--- config.mk ---
export PLATFORM = sky130hd
export DESIGN_NAME = propagation_time_meter
export DESIGN_NICKNAME = d
export VERILOG_FILES = /design/src/rtl/propagation_time_meter.sv
export SDC_FILE = /design/constraint.sdc
export NUM_CORES = 1
export LEC_CHECK = 0
export CORE_ASPECT_RATIO = 0.9
export CORE_MARGIN = 5
export CORE_UTILIZATION = 45
export CTS_CLUSTER_DIAMETER = 40
export DETAILED_ROUTE_END_ITERATION = 7
export PLACE_DENSITY = 0.68
export SLEW_MARGIN = 10
export SYNTH_ARGS = -nofsm -noshare
export SYNTH_HDL_FRONTEND = slang
export SYNTH_SLANG_ARGS = --single-unit
--- constraint.sdc ---
create_clock -name i_Clk -period 2.9 [get_ports i_Clk]
set_input_delay 0.29 -clock i_Clk [delete_from_list [all_inputs] [get_ports i_Clk]]
set_output_delay 0.29 -clock i_Clk [all_outputs]
set_load 0.02 [all_outputs]
--- src/rtl/propagation_time_meter.sv ---
// propagation_time_meter
//   Measures, in i_Clk ticks, the time from a launched pulse (i_Start rising)
//   to its returned echo (i_Echo rising, asynchronous, synchronised here).
//   The result is held on o_Valid/o_Delay/o_Timeout until the consumer acks.
//
//   Optional feature: define PULSE_WIDTH_MEASURE_EN to add o_Width, the
//   number of cycles the synchronised echo stays high after its rising edge.
//   With the macro undefined the meter reports delay only.
//
//   Delay includes the SYNC_STAGES cycles of synchroniser latency; it is not
//   compensated, so a loopback (i_Echo tied to i_Start) reads SYNC_STAGES.
//   SYNC_STAGES must be at least 2.

module propagation_time_meter #(
    parameter int COUNTER_WIDTH = 38,
    parameter int TIMEOUT_TICKS = 1000000,
    parameter int SYNC_STAGES   = 2
) (
    input  logic                     i_Clk,
    input  logic                     i_Rst,
    input  logic                     i_Enable,
    input  logic                     i_Start,
    input  logic                     i_Echo,
    input  logic                     i_Ack,
    output logic                     o_Busy,
    output logic                     o_Valid,
    output logic                     o_Timeout,
    output logic [COUNTER_WIDTH-1:0] o_Delay
`ifdef PULSE_WIDTH_MEASURE_EN
    ,
    output logic [COUNTER_WIDTH-1:0] o_Width
`endif
);

    localparam logic [COUNTER_WIDTH-1:0] TIMEOUT_CNT = COUNTER_WIDTH'(TIMEOUT_TICKS);
    localparam logic [COUNTER_WIDTH-1:0] CNT_ONE     = COUNTER_WIDTH'(1);

`ifdef PULSE_WIDTH_MEASURE_EN
    typedef enum logic [2:0] {
        S_IDLE  = 3'd0,
        S_ARMED = 3'd1,
        S_COUNT = 3'd2,
        S_WIDTH = 3'd3,
        S_DONE  = 3'd4
    } state_t;
`else
    typedef enum logic [2:0] {
        S_IDLE  = 3'd0,
        S_ARMED = 3'd1,
        S_COUNT = 3'd2,
        S_DONE  = 3'd4
    } state_t;
`endif

    state_t                   state_q, state_d;
    logic [COUNTER_WIDTH-1:0] count_q, count_d;
    logic [COUNTER_WIDTH-1:0] delay_q, delay_d;
    logic                     valid_q, valid_d;
    logic                     timeout_q, timeout_d;
`ifdef PULSE_WIDTH_MEASURE_EN
    logic [COUNTER_WIDTH-1:0] width_q, width_d;
`endif

    // Echo synchroniser and edge-detect history.
    logic [SYNC_STAGES-1:0]   echo_sync_q, echo_sync_d;
    logic                     echo_prev_q, echo_prev_d;
    logic                     start_prev_q, start_prev_d;

    logic                     echo_sync;
    logic                     echo_edge;
    logic                     start_edge;
    logic [COUNTER_WIDTH-1:0] count_inc;

    assign echo_sync  = echo_sync_q[SYNC_STAGES-1];
    assign echo_edge  = echo_sync & ~echo_prev_q;
    assign start_edge = i_Start & ~start_prev_q;
    assign count_inc  = count_q + CNT_ONE;

    // Shift the async echo through the synchroniser; remember last start/echo levels.
    always_comb begin
        echo_sync_d  = {echo_sync_q[SYNC_STAGES-2:0], i_Echo};
        echo_prev_d  = echo_sync;
        start_prev_d = i_Start;
    end

    // Next-state and result logic for the measurement FSM.
    always_comb begin
        // NOTE: every variable gets its hold value first so no path leaves
        // one unassigned, which would otherwise infer a latch.
        state_d   = state_q;
        count_d   = count_q;
        delay_d   = delay_q;
        valid_d   = valid_q;
        timeout_d = timeout_q;
`ifdef PULSE_WIDTH_MEASURE_EN
        width_d   = width_q;
`endif

        if (!i_Enable) begin
            state_d   = S_IDLE;
            count_d   = '0;
            delay_d   = '0;
            valid_d   = 1'b0;
            timeout_d = 1'b0;
`ifdef PULSE_WIDTH_MEASURE_EN
            width_d   = '0;
`endif
        end else begin
            unique case (state_q)
                S_IDLE: begin
                    state_d = S_ARMED;
                end

                // Wait for the launch; echo edges here belong to no measurement.
                S_ARMED: begin
                    if (start_edge) begin
                        state_d = S_COUNT;
                        count_d = '0;
                    end
                end

                // count_inc equals the cycles elapsed since the start-edge cycle,
                // so it is the delay if the echo edge is seen this cycle.
                S_COUNT: begin
                    count_d = count_inc;
                    if (echo_edge) begin
                        delay_d = count_inc;
`ifdef PULSE_WIDTH_MEASURE_EN
                        // The edge cycle is the first high cycle of the echo.
                        state_d = S_WIDTH;
                        count_d = CNT_ONE;
`else
                        state_d   = S_DONE;
                        valid_d   = 1'b1;
                        timeout_d = 1'b0;
`endif
                    end else if (count_inc >= TIMEOUT_CNT) begin
                        state_d   = S_DONE;
                        valid_d   = 1'b1;
                        timeout_d = 1'b1;
                        delay_d   = TIMEOUT_CNT;
`ifdef PULSE_WIDTH_MEASURE_EN
                        width_d   = '0;
`endif
                    end
                end

`ifdef PULSE_WIDTH_MEASURE_EN
                // count_q holds the high cycles seen so far; the falling edge closes it.
                S_WIDTH: begin
                    if (!echo_sync && echo_prev_q) begin
                        state_d   = S_DONE;
                        valid_d   = 1'b1;
                        timeout_d = 1'b0;
                        width_d   = count_q;
                    end else begin
                        count_d = count_inc;
                        if (count_inc >= TIMEOUT_CNT) begin
                            state_d   = S_DONE;
                            valid_d   = 1'b1;
                            timeout_d = 1'b1;
                            width_d   = TIMEOUT_CNT;
                        end
                    end
                end
`endif

                // Result is frozen until acknowledged; start/echo edges are ignored.
                S_DONE: begin
                    if (i_Ack) begin
                        state_d = S_ARMED;
                        valid_d = 1'b0;
                    end
                end

                default: begin
                    state_d = S_IDLE;
                end
            endcase
        end
    end

    // State, counters, results and edge history register with synchronous reset.
    always_ff @(posedge i_Clk) begin
        // NOTE: non-blocking assignments so every flop samples pre-edge values.
        if (i_Rst) begin
            state_q      <= S_IDLE;
            count_q      <= '0;
            delay_q      <= '0;
            valid_q      <= 1'b0;
            timeout_q    <= 1'b0;
            echo_sync_q  <= '0;
            echo_prev_q  <= 1'b0;
            start_prev_q <= 1'b0;
`ifdef PULSE_WIDTH_MEASURE_EN
            width_q      <= '0;
`endif
        end else begin
            state_q      <= state_d;
            count_q      <= count_d;
            delay_q      <= delay_d;
            valid_q      <= valid_d;
            timeout_q    <= timeout_d;
            echo_sync_q  <= echo_sync_d;
            echo_prev_q  <= echo_prev_d;
            start_prev_q <= start_prev_d;
`ifdef PULSE_WIDTH_MEASURE_EN
            width_q      <= width_d;
`endif
        end
    end

`ifdef PULSE_WIDTH_MEASURE_EN
    assign o_Busy  = (state_q == S_COUNT) || (state_q == S_WIDTH);
    assign o_Width = width_q;
`else
    assign o_Busy  = (state_q == S_COUNT);
`endif
    assign o_Valid   = valid_q;
    assign o_Timeout = timeout_q;
    assign o_Delay   = delay_q;

endmodule

# == Yosys cells after proc, flatten, opt, wreduce, memory -nomap -nowiden ==
# Index checks and enable logic that the tools add are counted.
# totals
register_bits,85
in_bits,6
output_inout_bits,41
elab_cells,44
# classes
n_addsub,1
magnitude_cmp,1
n_eq_ne,6
n_mux,14
bitwise_logic,5
reduce_logical,9
# op_table
op,n
38-bit two-way mux,3
38-bit one-hot mux with 2 select lines,1
"38-bit by 1-bit adder with 38-bit output, second input constant",1
"38-bit by 20-bit >= comparator with 1-bit output, second input constant",1
3-bit two-way mux,4
3-bit one-hot mux with 4 select lines,1
3-bit AND reduction,2
2-bit nonzero test,3
1-bit two-way mux,4
"2-bit inequality test, second input constant",2
2-bit AND reduction,2
"3-bit by 1-bit == test with 1-bit output, second input constant",1
"3-bit by 2-bit == test with 1-bit output, second input constant",1
"3-bit == test, second input constant",1
3-bit zero test,1
"3-bit by 1-bit inequality test with 1-bit output, second input constant",1
1-bit inverter,3
1-bit AND,2
1-bit one-hot mux with 2 select lines,1
2-bit OR reduction,1

# == Depth between registers and ports, before layout ==
# Gate-level depths: netlist (run 1).
# logic_depth
depth_word,5
ltp_mapped,12
depth_no_buf,9

# == Least setup slack after synthesis (run 1) ==
# No wires, ideal clock.
# synth_path
path_type,reg2reg
startpoint,register count_q[0]
endpoint,register delay_q[19] (netlist: o_Delay[19])
setup_time_ns,0.119
t_arrival_ns,2.661
required_ns,2.781
slack_ns,0.120
path_stages_with_launch,10
n_path_buf,1
period_less_slack_ns,2.780
cell_sequence,dfxtp_1 ha_1 nand4_2 or3_1 buf_2 nor4_4 a31oi_1 nor3_4 a21oi_4 o221a_1
# synth_via
elab_chain_cells,4
word_cells_on_any_way,5
cone_classes,1 x add/sub; 1 x order compare; 1 x mux; 2 x reduce/logical
# synth_lines
element,line_no,text
from (decl),56,"logic [COUNTER_WIDTH-1:0] count_q, count_d;"
from (signal assigned),200,count_q <= count_d;
38-bit by 1-bit adder with 38-bit output *,77,assign count_inc = count_q + CNT_ONE;
38-bit by 20-bit >= comparator with 1-bit output,137,end else if (count_inc >= TIMEOUT_CNT) begin
2-bit nonzero test (no source line),--,
2-bit AND reduction (no source line),--,
to (signal assigned),201,delay_q <= delay_d;
to (decl),57,"logic [COUNTER_WIDTH-1:0] delay_q, delay_d;"
# Every way passes the cells marked *; elsewhere a longest branch is shown, timed or not.
# A chain may end at the register's enable or synchronous reset.

# == Worst setup path after layout (run 1) ==
# layout_path
startpoint,register count_q[1]
endpoint,register delay_q[17] (netlist: o_Delay[17])
# The elaborated chain is that of the path after synthesis.

==> run metrics, run 1 <==
sequential-to-total area share from yosys stat 35.6%; crit path kind reg -> reg; post-synth top area cell dfxtp_1; Reg clk slew, reported paths 0.06 ns; critical path launch point type flip-flop; Final Util 56.9%; Pwr Total 2480 µW; Post-Layout Cell Count 750; syn_nets 585; diode count 0; Finished Cell Area 0.00589 mm²; nets 623; GR met3 Demand/Resource 5.99%; WHS 0.461 ns; most frequent cells after synthesis 85 x dfxtp_1, 66 x nor2_1, 52 x a21oi_1; asr flop ratio synth 0%; crit end category flip-flop; Pleak 0.00213 µW; Max Buffers Root-to-Sink 2; TritonCTS clock tree done; WL final 13000 µm; I/O Buffers 46; final setup violation count 0; HPWL Detailed 8790 µm; DRC 0; layer carrying the most global-route usage met2; Pre-antenna DRT Iters 5; initial antenna violation count 0; Final period util 97.6%; cell area after synthesis 0.00478 mm²; Worst Path Buf+Inv 1; Netlist cell types 61; Worst path slowest cell or3_4; pwr dens 422 mW/mm²; Slew headroom 46.5%; drt wl/cell 17.3 µm; Placed Instance Area 0.00539 mm²; TritonCTS sink count 85; Crit path max-delay family simple AND/OR/NAND/NOR gates; # Max-Cap Violations 0; Min Clock Period, post-route 2.83 ns; Cells after Synth 578; worst path required time 3.18 ns; flop2flop setup slack 0.07 ns; Final ANT Viol Nets 0; DR vias 4426; Iter 0 DRT Violations 460; status completed; FF+latch count, synth 85; number of global-route vias before repair 4117; Synth Warn # 0; Vias/cell 5.90; Num CTS Buffers 9; area grow syn2layout 23.0%; EDFF count, synth 0; maximum VDD drop 0.404 mV; Worst Skew 0.00830 ns; CP endpoint o_Delay[17]; Root Driver clkbuf_16; GR Util met1 28.8%; fraction of layout cells with a size suffix above 1 21.1%; die height 108 µm; CTS H-tree lvls 3; ys flop type dfxtp_1; GPL Wtd Cong 0.894; crit path DAT 3.11 ns; path type of the worst min-delay path reg -> reg; crit-path max FO 8; Synth top area share 35.6%; grt met2 use 30.5%; Worst Reg-to-Reg Cells 10; Final Max Slew Viols 0; Critical R2R Capture o_Delay[17]; leading cell type by number of instances after synthesis dfxtp_1; first-pass GRT wire length 21300 µm; Avg Cell Area, Syn 8.28 µm²; Placed Cells 730; Die W 119 µm; cts hold-fix bufs 0; Worst-Margin Slew 0.802 ns; Critical Path, Cell by Cell ha_2 > nand4_4 > or3_4 > nor4_4 > nor3_1 > a31oi_2 > nor3_4 > buf_4 > a21oi_4 > o221a_1; Die ar. 0.0128 mm²; crit path launch count_q[1]; pin count of the biggest net entering global routing 75; row count 35; CP peak stage delay 0.45 ns; critical path depth 10; worst skew pair latency 0.35 ns; Crit Reg-Reg Startpoint count_q[1]; Synth area leaders dfxtp_1 36%, a21oi_1 5.4%, nor2_1 5.2%; Max Freq 0.353 GHz; final hold vios 0; Initial Util 46.3%; gr usage total 20.6%; grt total ovfl 0; top-level port count 47; Core Area 0.0103 mm²
-- routing by layer --
layer	share of wire (%)	vias to the layer above
met2	43	117
met1	49	2141
li1	-	2156
met3	6.2	12
met5	0	-
met4	1.0	0
-- sequential cells by signal, summed over array words and instances, names as in the netlist --
signal,flops
count_q,38
o_Delay,38
state_q,3
echo_sync_q,2
echo_prev_q,1
o_Timeout,1
o_Valid,1
start_prev_q,1
-- logic make-up after synthesis --
logic type	Yosys count	share of synthesized area, %
and+or+nand+nor	230	27.7
AOI/OAI and AO/OA	163	23.4
DFF	85	35.6
buffers and inverters	58	5.49
xor gates and xnor gates	39	7.14
muxes	2	0.445
adders and majority gates	1	0.262
-- report_power, final --
part	internal [µW]	switching [µW]	leakage, µW	total (µW)
Clock	751	474	0.000153	1220
Sequential	1170	1.98	0.000688	1170
Combinational	26.3	59.7	0.00128	85.9
Total	1950	536	0.00213	2480
-- worst min-delay path by stage --
| stage | start | slack [ns] | cells past startpoint | to |
|---|---|---|---|---|
| 2_1_floorplan | i_Rst | 0.36 | 1 | echo_prev_q |
| 3_3_place_gp | echo_sync_q[0] | 0.43 | 1 | echo_sync_q[1] |
| 3_5_place_dp | echo_sync_q[0] | 0.45 | 1 | echo_sync_q[1] |
| 4_1_cts | echo_sync_q[0] | 0.46 | 1 | echo_sync_q[1] |
| 5_1_grt | echo_sync_q[0] | 0.48 | 1 | echo_sync_q[1] |
| 6_report | echo_sync_q[0] | 0.46 | 1 | echo_sync_q[1] |
-- cell usage in the layout (no fill, tap or decap), types with 6 or more instances in the layout --
master           Yosys  routed
nand3_2             20      22
nand4_1              9       9
a21oi_1             52      52
dfxtp_1             85      80
nor2_1              66      65
xnor2_1             21      20
xor2_1              18      17
and3_1               9       8
nor2b_1              6       6
clkbuf_16            0       9
nand2_1             26      26
or3_1               10       8
a22oi_1             28      28
buf_4                2      32
o21ai_0             23      23
clkdlybuf4s50_1      0      46
a21oi_2             20      20
nand3_1             24      22
a21o_1              11      11
nor3_1              23      22
-- cell type report --
type,count,area (µm²)
repair buffers,80,727
fillers,938,4450
inverters,5,18.8
flip-flops and latches,85,1710
clock inverters,5,75.1
multi-input cells,435,2960
clock buffers,11,233
well taps,129,161
-- worst reg2reg max path: cells and delay by family (launching register included) --
kind	cells	cell delay (ns)
compound gates	3	0.77
simple gates	5	1.15
buf+inv	1	0.18
flops	1	0.42
fa+ha+maj	1	0.25
-- through the flow --
stage | TNS, ns | setup slack (ns)
finish | 0 | 0.0702
global route | -0.109 | -0.0340
CTS | -0.0106 | -0.00623
detailed placement | -0.0376 | -0.0141
global placement | -0.00238 | -0.00238
floorplan | 0 | 0.120
-- repair_timing --
action | 4_1_cts | 5_1_grt
resized for setup | 6 | 25
pin swaps | 0 | 5
setup buffers | 0 | 4
setup endpoints to repair | 26 | 41
(Power assumes the default switching activity.)
==> inputs of run 2 (changes only) <==
--- a/config.mk
+++ b/config.mk
@@ -5,12 +5,13 @@
 export SDC_FILE = /design/constraint.sdc
 export NUM_CORES = 1
 export LEC_CHECK = 0
+export CAP_MARGIN = 40
 export CORE_ASPECT_RATIO = 0.9
 export CORE_MARGIN = 5
 export CORE_UTILIZATION = 45
 export CTS_CLUSTER_DIAMETER = 40
 export DETAILED_ROUTE_END_ITERATION = 7
-export PLACE_DENSITY = 0.68
+export PLACE_DENSITY = 0.65
 export SLEW_MARGIN = 10
 export SYNTH_ARGS = -nofsm -noshare
 export SYNTH_HDL_FRONTEND = slang
==> constraint.sdc (replaced) <==
create_clock -name i_Clk -period 3.7 [get_ports i_Clk]
set_input_delay 0.37 -clock i_Clk [delete_from_list [all_inputs] [get_ports i_Clk]]
set_output_delay 0.37 -clock i_Clk [all_outputs]
set_load 0.02 [all_outputs]
==> run metrics, run 2 (same netlist as run 1, synthesis figures left out) <==
crit-path max FO 21 (+13); pre-CTS WS 0.202 ns (+0.216 ns); Final Util 53.9% (-3.0 points); top-level port count 47 (unchanged); grt total ovfl 0 (unchanged); pwr dens 344 mW/mm² (-18%); setup_tns 0 ns (unchanged); DRC 0 (unchanged); first-pass GRT wire length 20600 µm (-3.1%); flop2flop setup slack 0.33 ns (+0.26 ns); diode count 0 (unchanged); Final ANT Viol Nets 0 (unchanged); Initial Util 46.3% (unchanged); worst skew pair latency 0.34 ns (about the same); initial antenna violation count 0 (unchanged); RSZ-0062 raised after global routing false; Core Area 0.0103 mm² (unchanged); number of global-route vias before repair 3966 (-3.7%); row count 35 (unchanged); TritonCTS sink count 85 (unchanged); Pleak 0.00189 µW (-11%); Max Buffers Root-to-Sink 2 (unchanged); critical path launch point type flip-flop; Die ar. 0.0128 mm² (unchanged); Slew headroom 42.5% (-4.0 points); pin count of the biggest net entering global routing 75 (unchanged); crit end category flip-flop; Pre-antenna DRT Iters 5 (unchanged); die height 108 µm (unchanged); I/O Buffers 46 (unchanged); cts hold-fix bufs 0 (unchanged); post-CTS setup buffer count 0 (unchanged); area grow syn2layout 16.5%; drt wl/cell 17.1 µm (-1.4%); final hold vios 0 (unchanged); HPWL Detailed 8310 µm (-5.4%); status completed; worst path required time 3.98 ns (+0.80 ns); # Max-Cap Violations 0 (unchanged); Final Max Slew Viols 0 (unchanged); commonest non-fill, non-tap cell in the layout dfxtp_1; CTS H-tree lvls 3 (unchanged); GPL Wtd Cong 0.857 (-4.2%); Worst Skew 0.00464 ns (-0.00367 ns); crit path DAT 3.65 ns (+0.54 ns); Max Freq 0.297 GHz (-16%); WL final 12400 µm (-4.5%); Num CTS Buffers 9 (unchanged); Critical Path, Cell by Cell ha_1 > nand4_2 > nor2_2 > nand4_1 > xor2_1 > nand4b_1 > nor3_4 > buf_4 > nand3_2 > a21oi_2; Iter 0 DRT Violations 478 (+3.9%); Final period util 91.1% (-6.5 points); Min Clock Period, post-route 3.37 ns (+0.542 ns); nets 600 (-3.7%); fraction of layout cells with a size suffix above 1 14.9% (-6.2 points); worst setup margin 0.328 ns (+0.258 ns); Root Driver clkbuf_16; CP peak stage delay 0.45 ns (about the same); crit path kind reg -> reg; Worst-Margin Slew 0.862 ns (+0.0600 ns); Vias/cell 5.92 (+0.34%); maximum VDD drop 0.269 mV (-34%); Worst path slowest cell nor2_2; DR vias 4299 (-2.9%); path type of the worst min-delay path reg -> reg; gr usage total 19.8% (-0.76 points); Reg clk slew, reported paths 0.06 ns (about the same); final setup violation count 0 (unchanged); commonest cells after routing, fill and taps aside 85 x dfxtp_1, 65 x nor2_1, 52 x a21oi_1; TritonCTS clock tree done; Die W 119 µm (unchanged); post-cts resize count 0 (-6)
-- run 2: cell types whose count changed in the layout (fill, tap and decap cells not counted), sizes merged --
cell	delta
clkinv	-3
clkbuf	+1
buf	-23
bufinv	-1
clkinvlp	+2
-- run 2: path summary, 6_finish.rpt --
check,start,to,cells after the start
worst min register to register,echo_sync_q[0],echo_sync_q[1],1
worst max-delay path,count_q[0],o_Delay[4],10
worst max register to register,count_q[0],o_Delay[4],10
worst min-delay path,echo_sync_q[0],echo_sync_q[1],1
-- run 2: cell type report --
type,count,area (µm²)
fillers,980,4760
multi-input cells,435,2830
flip-flops and latches,85,1700
repair buffers,57,563
clock buffers,12,256
well taps,129,161
clock inverters,3,45.0
inverters,5,18.8
-- run 2: per-stage QoR --
stage / hold WS (ns) / total power [µW] / instance area [µm²] / instances
detailed placement: 0.434 / 1010 / 5270 / 711
CTS: 0.450 / 1930 / 5570 / 726
global route: 0.466 / 1980 / 5570 / 726
floorplan: 0.414 / 985 / 4780 / 578
finish: 0.442 / 1920 / 5570 / 726
global placement: 0.431 / 1000 / 5250 / 709
-- run 2: worst max-delay path: cells and delay by family (launching register included) --
family / cells / cell delay [ns]
AO/OA/AOI/OAI: 1 / 0.13
XOR/XNOR: 1 / 0.35
adder cells (fa/ha/maj): 1 / 0.33
buffers and inverters: 1 / 0.41
flip-flops: 1 / 0.43
AND/OR/NAND/NOR: 6 / 1.65
-- run 2: power breakdown --
group	total [µW]	internal [µW]	leakage (µW)	switching, µW
logic	66.9	20.6	0.00106	46.4
clock network	933	557	0.000141	376
registers	919	918	0.000685	1.50
-- run 2: metal layers --
metal	share of wire [%]	up-vias	track usage (%)
li1	-	2109	-
met1	50	2044	28.3
met2	42	133	29.7
met3	6.2	13	4.47
met4	1.3	0	5.87
met5	0	-	0
